**src/rtl/hazard_forward_ctrl.sv**
```systemverilog
// Hazard/forwarding controller: shadows EXE/MEM/WB, drives operand selects, raises load-use stall.
// Macro FORWARDING_EN enables forwarding; undefined builds stall on any EXE/MEM producer instead.
module hazard_forward_ctrl #(
  parameter int REG_W = 4,
  parameter int CNT_W = 16
) (
  input  logic             clk,
  input  logic             rst,
  input  logic             freeze,
  input  logic             flush,
  input  logic             id_valid,
  input  logic             id_wbEn,
  input  logic             id_memRead,
  input  logic [REG_W-1:0] id_dest,
  input  logic [REG_W-1:0] id_src1,
  input  logic [REG_W-1:0] id_src2,
  input  logic             id_useSrc1,
  input  logic             id_useSrc2,
  output logic [1:0]       selSrc1,
  output logic [1:0]       selSrc2,
  output logic             hazard,
  output logic [CNT_W-1:0] stallCount
);

  typedef struct packed {
    logic             valid;
    logic             wbEn;
    logic             memRead;
    logic [REG_W-1:0] dest;
    logic [REG_W-1:0] src1;
    logic [REG_W-1:0] src2;
    logic             useSrc1;
    logic             useSrc2;
  } slot_t;

  slot_t            exe_q, mem_q, wb_q, exe_d;
  logic [CNT_W-1:0] cnt_q, cnt_d;

  // Not every slot field feeds logic in every build; keep them visible for debug.
  logic unused_slot_bits;
  assign unused_slot_bits = ^{exe_q, mem_q, wb_q};

  function automatic logic writes_reg(input slot_t s, input logic [REG_W-1:0] r);
    return s.valid && s.wbEn && (s.dest == r);
  endfunction

`ifdef FORWARDING_EN
  function automatic logic [1:0] fwd_sel(input slot_t e, input slot_t m, input slot_t w,
                                         input logic use_n, input logic [REG_W-1:0] src);
    logic [1:0] sel;
    sel = 2'd0;
    if (e.valid && use_n) begin
      if (writes_reg(m, src))      sel = 2'd1;
      else if (writes_reg(w, src)) sel = 2'd2;
    end
    return sel;
  endfunction

  assign selSrc1 = fwd_sel(exe_q, mem_q, wb_q, exe_q.useSrc1, exe_q.src1);
  assign selSrc2 = fwd_sel(exe_q, mem_q, wb_q, exe_q.useSrc2, exe_q.src2);
  assign hazard  = id_valid && exe_q.memRead &&
                   ((id_useSrc1 && writes_reg(exe_q, id_src1)) ||
                    (id_useSrc2 && writes_reg(exe_q, id_src2)));
`else
  // WB is excluded: the register file writes in the first half-cycle.
  assign selSrc1 = 2'd0;
  assign selSrc2 = 2'd0;
  assign hazard  = id_valid &&
                   ((id_useSrc1 && (writes_reg(exe_q, id_src1) || writes_reg(mem_q, id_src1))) ||
                    (id_useSrc2 && (writes_reg(exe_q, id_src2) || writes_reg(mem_q, id_src2))));
`endif

  always_comb begin
    exe_d = '0;
    if (id_valid && !hazard && !flush) begin
      exe_d.valid   = 1'b1;
      exe_d.wbEn    = id_wbEn;
      exe_d.memRead = id_memRead;
      exe_d.dest    = id_dest;
      exe_d.src1    = id_src1;
      exe_d.src2    = id_src2;
      exe_d.useSrc1 = id_useSrc1;
      exe_d.useSrc2 = id_useSrc2;
    end
  end

  always_comb begin
    cnt_d = cnt_q;
    if (hazard && (cnt_q != {CNT_W{1'b1}})) cnt_d = cnt_q + {{(CNT_W-1){1'b0}}, 1'b1};
  end

  always_ff @(posedge clk or negedge rst) begin
    if (!rst) begin
      exe_q <= '0;
      mem_q <= '0;
      wb_q  <= '0;
      cnt_q <= '0;
    end else if (!freeze) begin
      wb_q  <= mem_q;
      mem_q <= exe_q;
      exe_q <= exe_d;
      cnt_q <= cnt_d;
    end
  end

  assign stallCount = cnt_q;

endmodule
```
**config.mk**
```make
export PLATFORM = sky130hd
export DESIGN_NAME = hazard_forward_ctrl
export DESIGN_NICKNAME = d
export VERILOG_FILES = /design/src/rtl/hazard_forward_ctrl.sv
export SDC_FILE = /design/constraint.sdc
export NUM_CORES = 1
export LEC_CHECK = 0
export CELL_PAD_IN_SITES_DETAIL_PLACEMENT = 1
export CELL_PAD_IN_SITES_GLOBAL_PLACEMENT = 1
export CORE_ASPECT_RATIO = 2
export CORE_MARGIN = 1
export CORE_UTILIZATION = 32
export DETAILED_ROUTE_END_ITERATION = 7
export PLACE_DENSITY = 0.8
export SETUP_SLACK_MARGIN = 0.02
export SLEW_MARGIN = 20
export SYNTH_ARGS = -nofsm -noshare
export SYNTH_HDL_FRONTEND = slang
export SYNTH_SLANG_ARGS = --single-unit
```
**constraint.sdc**
```tcl
create_clock -name clk -period 2.12 [get_ports clk]
set_input_delay 0.424 -clock clk [delete_from_list [all_inputs] [get_ports clk]]
set_output_delay 0.424 -clock clk [all_outputs]
set_load 0.005 [all_outputs]
```
==> impl_results.md, run 1 <==
- Outcome: finished with violations
- Failing checks: setup timing
- Pins Over Slew Limit: 0
- Worst-path clk slew: 0.10 ns
- Worst setup margin: -0.1159 ns
- CTS hold repair buffers: 0
- GPL Wtd Cong: 0.8790
- Final Routed Wirelength: 3920 um
- Fmax: 447.3 MHz
- VDD IR-drop max: 399.2 uV
- Worst-skew pair later-pin latency: 0.27 ns
- Worst reg2reg startpoint: exe_q[10]$_DFFE_PN0N_
- CP Launch Type: flip-flop
- Yosys top cell by area: dfrtp_1
- Layout area overhead: 43.86%
- Arrival @ worst endpoint: 1.81 ns
- Final-report setup violation count: 7
- Ys async rst share: 100.0%
- N_diodes: 0
- DR top layer: met4
- Met2 wire length: 2320 um
- Drt pass-1 iters: 4
- Fin area: 2081 um2
- Final Skew: 0.003091 ns
- Root cell of the clock tree: clkbuf_8
- Total gr overflow: 0
- FF+latch count, synth: 28
- Met3 wire length: 132 um
- Min-delay src: stallCount[14]$_DFFE_PN0P_
- Die footprint: 4809 um2
- IO Pins: 42
- Initial core utilization: 33.33%
- Filler cells: 501
- Power density over the cells: 548.0 nW/um2
- TritonCTS buffer count: 3
- Final ANT Viol Nets: 0
- Synth Flop Type: dfrtp_1
- # port buffers: 36
- Crit path time final: 2.236 ns
- Via density: 5.081
- First-pass GRT wire length: 6486 um
- LEAKAGE: 0.9349 nW
- Die width: 49.54 um
- DRC: 0
- WHS Path Cells: 1
- Via count: 1,194
- Area after DPL: 1942 um2
- DRT met1 WL: 1393 um
- Post-synth top area share: 48.44%
- Number of synthesized flops with an enable pin: 0
- Initial drt markers: 12
- H-tree levels: 1
- Post-Syn Area: 1446 um2
- CP Class: flip-flop to output port
- Initial antenna violation count: 0
- Cell count after synthesis: 127
- Worst Setup End Kind: output port
- Syn_area_per_cell: 11.39 um2
- Nets: 204
- GRT Total Usage: 17.54%
- Synth Warn #: 0
- Max clock buf depth: 2
- RSZ-0062 raised after global routing: yes
- Hold Slack: 0.5033 ns
- CP Max Fanout: 3
- Final Hold Fails: 0
- Worst reg2reg setup slack: -0.08 ns
- CTS tree: done
- Reg2reg end: exe_q[13]$_DFFE_PN0N_
- Largest net degree at the start of global routing: 29
- Worst path slowest cell: or4_4
- Hold Crit Endpoint: stallCount[14]$_DFFE_PN0P_
- Routed len/inst: 16.68 um
- Vias in the first global route: 1,335
- Worst min-delay path class: flip-flop to flip-flop
- R2R cell count: 9
- Die Ht: 97.08 um
- Post-DP HPWL: 2916 um
- Crit-path max cell delay: 0.52 ns
- Sequential element share of the synthesized area: 48.44%
- Period utilization: 105.5%
- WP data required: 1.70 ns
- Max Cap Viol: 0
- Clock tree sinks: 28
- CP cell instances: xnor2_2 > nand4_1 > nor4_1 > or4_4 > and2_1 > buf_2
- Share of post-route cells with drive strength above 1: 22.10%
- WP buf/inv: 1
- Rows: 34
- Core ar.: 4339 um2
- Post-synth cell types: 24
- Top post-synthesis cells by area: dfrtp_1, xnor2_1, xor2_1, mux2_2, nand4_1
- Top delay family on crit path: simple AND/OR/NAND/NOR gates
-- flip-flops by register name (all words and copies together) (netlist names) --
name and flops:
exe_q 6, stallCount 16, mem_q 6
-- per-stage QoR --
step	power, mW	TNS [ns]	util (%)	worst slack (ns)	cells
3_5_place_dp	0.7238	-7.214	44.75	-0.7029	226
2_1_floorplan	0.6351	0	-	0.05129	130
6_report	1.140	-0.4752	47.95	-0.1159	235
4_1_cts	1.138	-0.2439	46.54	-0.1428	232
3_3_place_gp	0.7148	-5.645	44.75	-0.6620	226
5_1_grt	1.190	-1.203	47.95	-0.1989	235
-- synth_stat cells (all sizes together), types with 2 or more instances --
cell type,count
a22o,5
xnor2,19
and4,2
nor4,4
nand2,3
and3,3
nand4,10
buf,7
dfrtp,28
and2,4
nor2,4
xor2,12
nand3,10
mux2,7
-- cell usage in the layout (no fill, tap or decap), types with 5 or more instances in the layout --
master	n
a22o_1	5
buf_4	17
clkdlybuf4s50_1	25
dfrtp_1	26
dlygate4sd2_1	10
mux2_2	7
nand3_1	10
nand4_1	10
xnor2_1	17
xor2_1	12
-- layout make-up --
class	count	area (um2)	area share [%]
multi-input combinational	94	737.0	35.42
clock buffer	3	41.29	1.984
clock inverter	1	30.03	1.443
tap	54	67.56	3.247
timing repair buffer	55	501.7	24.11
sequential	28	703.2	33.79
-- how the worst max path moves through the flow --
| stage | startpoint | endpoint | slack (ns) | cells after the start |
|---|---|---|---|---|
| after floorplan | id_src2[2] | hazard | 0.05 | 7 |
| after CTS | exe_q[12]$_DFFE_PN0N_ | hazard | -0.14 | 6 |
| after global routing | mem_q[11]$_DFFE_PN0N_ | hazard | -0.20 | 6 |
| final | exe_q[10]$_DFFE_PN0N_ | hazard | -0.12 | 6 |
| after global placement | id_src2[0] | hazard | -0.66 | 6 |
| after detailed placement | id_src2[0] | hazard | -0.70 | 6 |
-- per-layer routing --
metal | GRT usage [%] | vias up
met1 | 18.89 | 601
met3 | 1.878 | 8
met4 | 6.813 | 0
met2 | 33.16 | 37
met5 | 0 | -
li1 | - | 548
-- report_power, final --
group | leakage, nW | total [mW] | internal, mW | switching (mW)
sequential | 0.381 | 0.573 | 0.552 | 0.0215
clock | 0.0357 | 0.420 | 0.253 | 0.167
combinational | 0.518 | 0.147 | 0.0818 | 0.0652
-- logic make-up (layout without fill, tap and decap cells) --
family / count (synthesis) / in the layout / synth area share, %
multiplexers: 7 / 7 / 5.450
AND/OR/NAND/NOR: 44 / 44 / 18.86
flip-flops: 28 / 28 / 48.44
adder cells (fa/ha/maj): 1 / 1 / 0.8649
other: 1 / 4 / 0.2593
buffers and inverters: 8 / 59 / 3.373
AO/OA/AOI/OAI: 7 / 7 / 3.980
XOR/XNOR: 31 / 31 / 18.77
-- what timing repair did --
item / 4_1_cts / 5_1_grt
hold endpoints to repair: 0 / 0
pin swaps: 8 / 2
endpoints found under the setup margin: 9 / 10
resized for setup: 16 / 10
setup buffers: 2 / 3
cloned: 0 / 0
Note: power is estimated with default switching activity, not from simulation.
==> run 2: changes to the inputs <==
--- a/config.mk
+++ b/config.mk
@@ -11,6 +11,8 @@
 export CORE_MARGIN = 1
 export CORE_UTILIZATION = 32
 export DETAILED_ROUTE_END_ITERATION = 7
+export GPL_TIMING_DRIVEN = 1
+export MAX_ROUTING_LAYER = met4
 export PLACE_DENSITY = 0.8
 export SETUP_SLACK_MARGIN = 0.02
 export SLEW_MARGIN = 20
==> impl_results.md, run 2 (same netlist as run 1, synthesis figures left out) <==
- RSZ-0062 raised after global routing: yes
- Via count: 1,209 (+1.3%)
- Initial drt markers: 9 (-3)
- Total gr overflow: 0 (unchanged)
- Worst setup margin: -0.1164 ns (-0.0005330 ns)
- Initial antenna violation count: 0 (unchanged)
- CP Launch Type: flip-flop
- CP cell instances: xnor2_2 > nand4_1 > nor4_1 > or4_4 > and2_1 > buf_2
- Met3 Usage GRT: 1.721% (-0.16 points)
- Share of post-route cells with drive strength above 1: 22.10% (unchanged)
- Die footprint: 4809 um2 (unchanged)
- CP Class: flip-flop to output port
- Top delay family on crit path: simple AND/OR/NAND/NOR gates
- WP buf/inv: 1 (unchanged)
- DRC: 0 (unchanged)
- Worst-skew pair later-pin latency: 0.27 ns (about the same)
- Failing checks: setup timing
- Crit-path max cell delay: 0.52 ns (about the same)
- Outcome: finished with violations
- WP data required: 1.70 ns (about the same)
- GRT Total Usage: 17.99% (+0.45 points)
- Via density: 5.145 (+1.3%)
- Post-place setup slack: -0.7029 ns (unchanged)
- Pins Over Slew Limit: 0 (unchanged)
- Final-report setup violation count: 7 (unchanged)
- Core ar.: 4339 um2 (unchanged)
- Clock power frac: 36.8% (about the same)
- First-pass GRT wire length: 6479 um (-0.11%)
- Max clock buf depth: 2 (unchanged)
- Drt pass-1 iters: 4 (unchanged)
- VDD IR-drop max: 399.2 uV (about the same)
- GPL Wtd Cong: 0.8936 (+1.7%)
- IO Pins: 42 (unchanged)
- Power density over the cells: 547.9 nW/um2 (about the same)
- Initial core utilization: 33.33% (unchanged)
- Rows: 34 (unchanged)
- Crit path time final: 2.236 ns (+0.0005330 ns)
- Final Skew: 0.003945 ns (+0.0008537 ns)
- Clock tree sinks: 28 (unchanged)
- LEAKAGE: 0.9349 nW (unchanged)
- Max reg flops: 16 (unchanged)
- Nets: 204 (unchanged)
- Final ANT Viol Nets: 0 (unchanged)
- TritonCTS buffer count: 3 (unchanged)
- CP Max Fanout: 3 (unchanged)
- Top Usage Layer GRT: met2
- Largest net degree at the start of global routing: 29 (unchanged)
- Worst path slowest cell: or4_4
- Period utilization: 105.5% (about the same)
- Internal power: 0.8862 mW (about the same)
- Worst min-delay path class: flip-flop to flip-flop
- Die Ht: 97.08 um (unchanged)
- Fin area: 2081 um2 (unchanged)
- Storage cell area: 703.2 um2 (unchanged)
- M1 GR Usage: 18.89% (unchanged)
- Met2 Track Usage GR: 33.16% (unchanged)
- Die width: 49.54 um (unchanged)
- Fin util: 47.95% (unchanged)
- Arrival @ worst endpoint: 1.81 ns (about the same)
- Filler cells: 501 (unchanged)
- Area after DPL: 1942 um2 (unchanged)
- Layout area overhead: 43.86% (unchanged)
- Final Routed Wirelength: 3916 um (-0.10%)
- Most common cell after layout, fill and taps aside: dfrtp_1
- Seq pwr share: 50.3% (about the same)
- H-tree levels: 1 (unchanged)
- Sw Share: 22.27% (about the same)
- Fmax: 447.1 MHz (about the same)
- Most frequent cells in the layout: dfrtp_1, clkdlybuf4s50_1, xnor2_1, buf_4, xor2_1
- Final Hold Fails: 0 (unchanged)
- Fin cells: 235 (unchanged)
- CTS tree: done
- Net Switching: 0.2539 mW (-0.10%)
- Placed insts: 226 (unchanged)
- N_diodes: 0 (unchanged)
- Post-DP HPWL: 2916 um (unchanged)
- Area used by multi-input combinational logic: 737.0 um2 (unchanged)
- Routed len/inst: 16.66 um (-0.10%)
- Worst-path clk slew: 0.10 ns (about the same)
- Combinational Power Share: 12.9% (about the same)
- Max Cap Viol: 0 (unchanged)
- Vias in the first global route: 1,330 (-0.37%)
- Worst Setup End Kind: output port
- # port buffers: 36 (unchanged)
- Root cell of the clock tree: clkbuf_8
run 2: cell counts in the layout (fill, tap and decap cells not counted):
No cell type changed its count.
run 2: worst paths after layout:
path / start / endpoint / slack, ns / cells past startpoint
min in group asynchronous: rst / stallCount[9]$_DFFE_PN0P_ / 0.52 / 2
worst max-delay path: exe_q[10]$_DFFE_PN0N_ / hazard / -0.12 / 6
max in group asynchronous: rst / exe_q[10]$_DFFE_PN0N_ / 1.30 / 2
worst max register to register: exe_q[10]$_DFFE_PN0N_ / exe_q[13]$_DFFE_PN0N_ / -0.08 / 9
worst min-delay path: stallCount[14]$_DFFE_PN0P_ / stallCount[14]$_DFFE_PN0P_ / 0.50 / 1
worst min register to register: stallCount[14]$_DFFE_PN0P_ / stallCount[14]$_DFFE_PN0P_ / 0.50 / 1
run 2: layout make-up:
type,count,share of cell area [%]
multi-input cells,94,35.42
clock buffers,3,1.984
flip-flops and latches,28,33.79
well taps,54,3.247
repair buffers,55,24.11
clock inverters,1,1.443
run 2: timing repair:
| item | 4_1_cts | 5_1_grt |
|---|---|---|
| gates resized for setup | 16 | 10 |
| endpoints found under the setup margin | 9 | 10 |
| buffers inserted | 2 | 3 |
| hold buffers | 0 | 0 |
| pin swaps | 8 | 2 |
| hold endpoints to repair | 0 | 0 |
| cloned | 0 | 0 |
run 2: power groups by stage:
stage | Combinational [mW] | Clock, mW | Sequential (mW)
final | 0.147 | 0.420 | 0.573
after detailed placement | 0.141 | 0 | 0.583
after global routing | 0.160 | 0.452 | 0.576
after CTS | 0.140 | 0.426 | 0.572
after floorplan | 0.0579 | 0 | 0.577
after global placement | 0.133 | 0 | 0.581
run 2: per-stage QoR:
| step | setup TNS (ns) | power, mW | hold WS, ns |
|---|---|---|---|
| final | -0.4919 | 1.140 | 0.5033 |
| after detailed placement | -7.214 | 0.7238 | 0.4946 |
| after CTS | -0.2439 | 1.138 | 0.5098 |
| after global routing | -1.210 | 1.188 | 0.5264 |
| after floorplan | 0 | 0.6351 | 0.1284 |
| after global placement | -5.645 | 0.7148 | 0.4788 |
run 2: layer usage:
metal / share of wire, % / routed length [um] / vias to the layer above
li1: - / - / 550
met1: 35 / 1375 / 608
met2: 59 / 2314 / 43
met3: 3.9 / 154 / 8
met4: 1.8 / 71 / 0
met5: 0 / 0 / -
==> run 3: changes to the inputs <==
--- a/config.mk
+++ b/config.mk
@@ -14,7 +14,7 @@
 export GPL_TIMING_DRIVEN = 1
 export MAX_ROUTING_LAYER = met4
 export PLACE_DENSITY = 0.8
-export SETUP_SLACK_MARGIN = 0.02
+export SETUP_SLACK_MARGIN = 0.4
 export SLEW_MARGIN = 20
 export SYNTH_ARGS = -nofsm -noshare
 export SYNTH_HDL_FRONTEND = slang
==> impl_results.md, run 3 (same netlist as run 1, synthesis figures left out) <==
- GRT Total Usage: 18.96% (+0.96 points)
- Worst setup margin: -0.1554 ns (-0.03903 ns)
- Outcome: finished with violations
- Final Routed Wirelength: 4071 um (+4.0%)
- Pins Over Slew Limit: 0 (unchanged)
- Post-DP HPWL: 2969 um (+1.8%)
- Final Hold Fails: 0 (unchanged)
- Fin util: 48.13% (+0.17 points)
- Share of post-route cells with drive strength above 1: 24.86% (+2.8 points)
- RSZ-0062 raised after global routing: yes
- Most common cell after layout, fill and taps aside: clkdlybuf4s50_1
- Initial drt markers: 24 (+15)
- WP data required: 1.70 ns (about the same)
- Worst-path clk slew: 0.11 ns (about the same)
- CP Launch Type: input pin
- Final ANT Viol Nets: 0 (unchanged)
- Fin area: 2088 um2 (+0.36%)
- LEAKAGE: 0.9129 nW (-2.3%)
- Layout area overhead: 44.38%
- Total gr overflow: 0 (unchanged)
- Worst reg2reg startpoint: mem_q[10]$_DFFE_PN0N_
- Hold Slack: 0.5181 ns (+0.01485 ns)
- Failing checks: setup timing
- # port buffers: 36 (unchanged)
- TritonCTS buffer count: 3 (unchanged)
- Reg2reg end: exe_q[12]$_DFFE_PN0N_
- Max Cap Viol: 0 (unchanged)
- R2R cell count: 8 (-1)
- Fmax: 439.5 MHz (-1.7%)
- IO Pins: 42 (unchanged)
- Filler cells: 470 (-6.2%)
- Initial antenna violation count: 0 (unchanged)
- Most frequent cells in the layout: clkdlybuf4s50_1, dfrtp_1, xnor2_1
- Core ar.: 4339 um2 (unchanged)
- CTS tree: done
- Arrival @ worst endpoint: 1.85 ns (+0.04 ns)
- Die width: 49.54 um (unchanged)
- CP Class: input pin to output port
- Die footprint: 4809 um2 (unchanged)
- N_diodes: 0 (unchanged)
- Power density over the cells: 551.1 nW/um2 (+0.59%)
- Post-place setup slack: -0.6382 ns (+0.06471 ns)
- Area after DPL: 1946 um2 (+0.19%)
- CP Max Fanout: 2 (-1)
- Drt pass-1 iters: 3 (-1)
- Crit path time final: 2.275 ns (+0.03903 ns)
- Routed len/inst: 17.62 um (+5.8%)
- Via density: 5.229 (+1.6%)
- VDD IR-drop max: 391.0 uV (-2.1%)
- Clock tree sinks: 28 (unchanged)
- Initial core utilization: 33.33% (unchanged)
- Worst Setup End Kind: output port
- CTS hold repair buffers: 0 (unchanged)
- Rows: 34 (unchanged)
- Max reg flops: 16 (unchanged)
- H-tree levels: 1 (unchanged)
- Period utilization: 107.3% (+1.8 points)
- GPL Wtd Cong: 0.8540 (-4.4%)
- Final Skew: 0.01127 ns (+0.007329 ns)
- Max clock buf depth: 2 (unchanged)
- Power Total: 1.151 mW (+0.95%)
- Worst reg2reg setup slack: -0.08 ns (about the same)
- First-pass GRT wire length: 6824 um (+5.3%)
- Die Ht: 97.08 um (unchanged)
- Via count: 1,208 (-0.083%)
- DRC: 0 (unchanged)
- Nets: 200 (-2.0%)
- Final-report setup violation count: 7 (unchanged)
- Worst-skew pair later-pin latency: 0.28 ns (about the same)
- Worst min-delay path class: input pin to asynchronous set/reset pin
- Vias in the first global route: 1,459 (+9.7%)
- Largest net degree at the start of global routing: 29 (unchanged)
- Root cell of the clock tree: clkbuf_8
## run 3: cell types whose count changed in the layout (fill, tap and decap cells not counted), moves of 2 or more
cell / before / now
dlygate4sd2_1: 10 / 8
xor2_2: 0 / 2
dfrtp_2: 2 / 8
buf_4: 17 / 13
dfrtp_1: 26 / 20
xor2_1: 12 / 10
## run 3: final cells by class
| cell class | instances | area, um2 | share of cell area (%) |
|---|---|---|---|
| clock inverters | 1 | 30.03 | 1.438 |
| repair buffers | 51 | 478.0 | 22.89 |
| flip-flops and latches | 28 | 710.7 | 34.03 |
| clock buffers | 3 | 41.29 | 1.977 |
| well taps | 54 | 67.56 | 3.235 |
| multi-input cells | 94 | 760.7 | 36.43 |
## run 3: layer usage
metal | part of all wire [%] | vias up | global-route usage [%]
li1 | - | 543 | -
met1 | 35 | 615 | 18.34
met2 | 60 | 41 | 36.80
met3 | 2.9 | 9 | 1.565
met4 | 2.4 | 0 | 7.033
met5 | 0 | - | -
## run 3: per-stage QoR
step                      cells  setup TNS (ns)
after floorplan             130               0
after global placement      225          -5.459
after detailed placement    225          -6.424
after CTS                   230         -0.9132
after global routing        231          -1.119
final                       231         -0.6387
## run 3: worst max-delay path by stage
stage	slack (ns)	startpoint	end
after floorplan	0.12	id_src1[1]	hazard
after detailed placement	-0.64	id_src1[0]	hazard
after global routing	-0.20	mem_q[11]$_DFFE_PN0N_	hazard
final	-0.16	id_useSrc2	hazard
after CTS	-0.21	exe_q[10]$_DFFE_PN0N_	hazard
after global placement	-0.62	id_src1[0]	hazard
## run 3: what timing repair did
| action | in CTS | in global routing |
|---|---|---|
| endpoints found under the hold margin | 0 | 0 |
| setup endpoints to repair | 23 | 28 |
| gates cloned | 0 | 0 |
| buffers inserted | 1 | 1 |
| pin swaps | 10 | 5 |
| gates resized for setup | 17 | 13 |
## run 3: where the power goes
group	switching [mW]	total, mW	internal, mW
clock	0.178	0.432	0.253
sequential	0.0219	0.574	0.552
combinational	0.0646	0.146	0.0810
total	0.265	1.15	0.886
## run 3: critical path, stage by stage
cell	delay [ns]
clkdlybuf4s50_1	0.44
nand4_1	0.13
nor4_1	0.06
or4_1	0.52
and2_4	0.17
buf_6	0.10
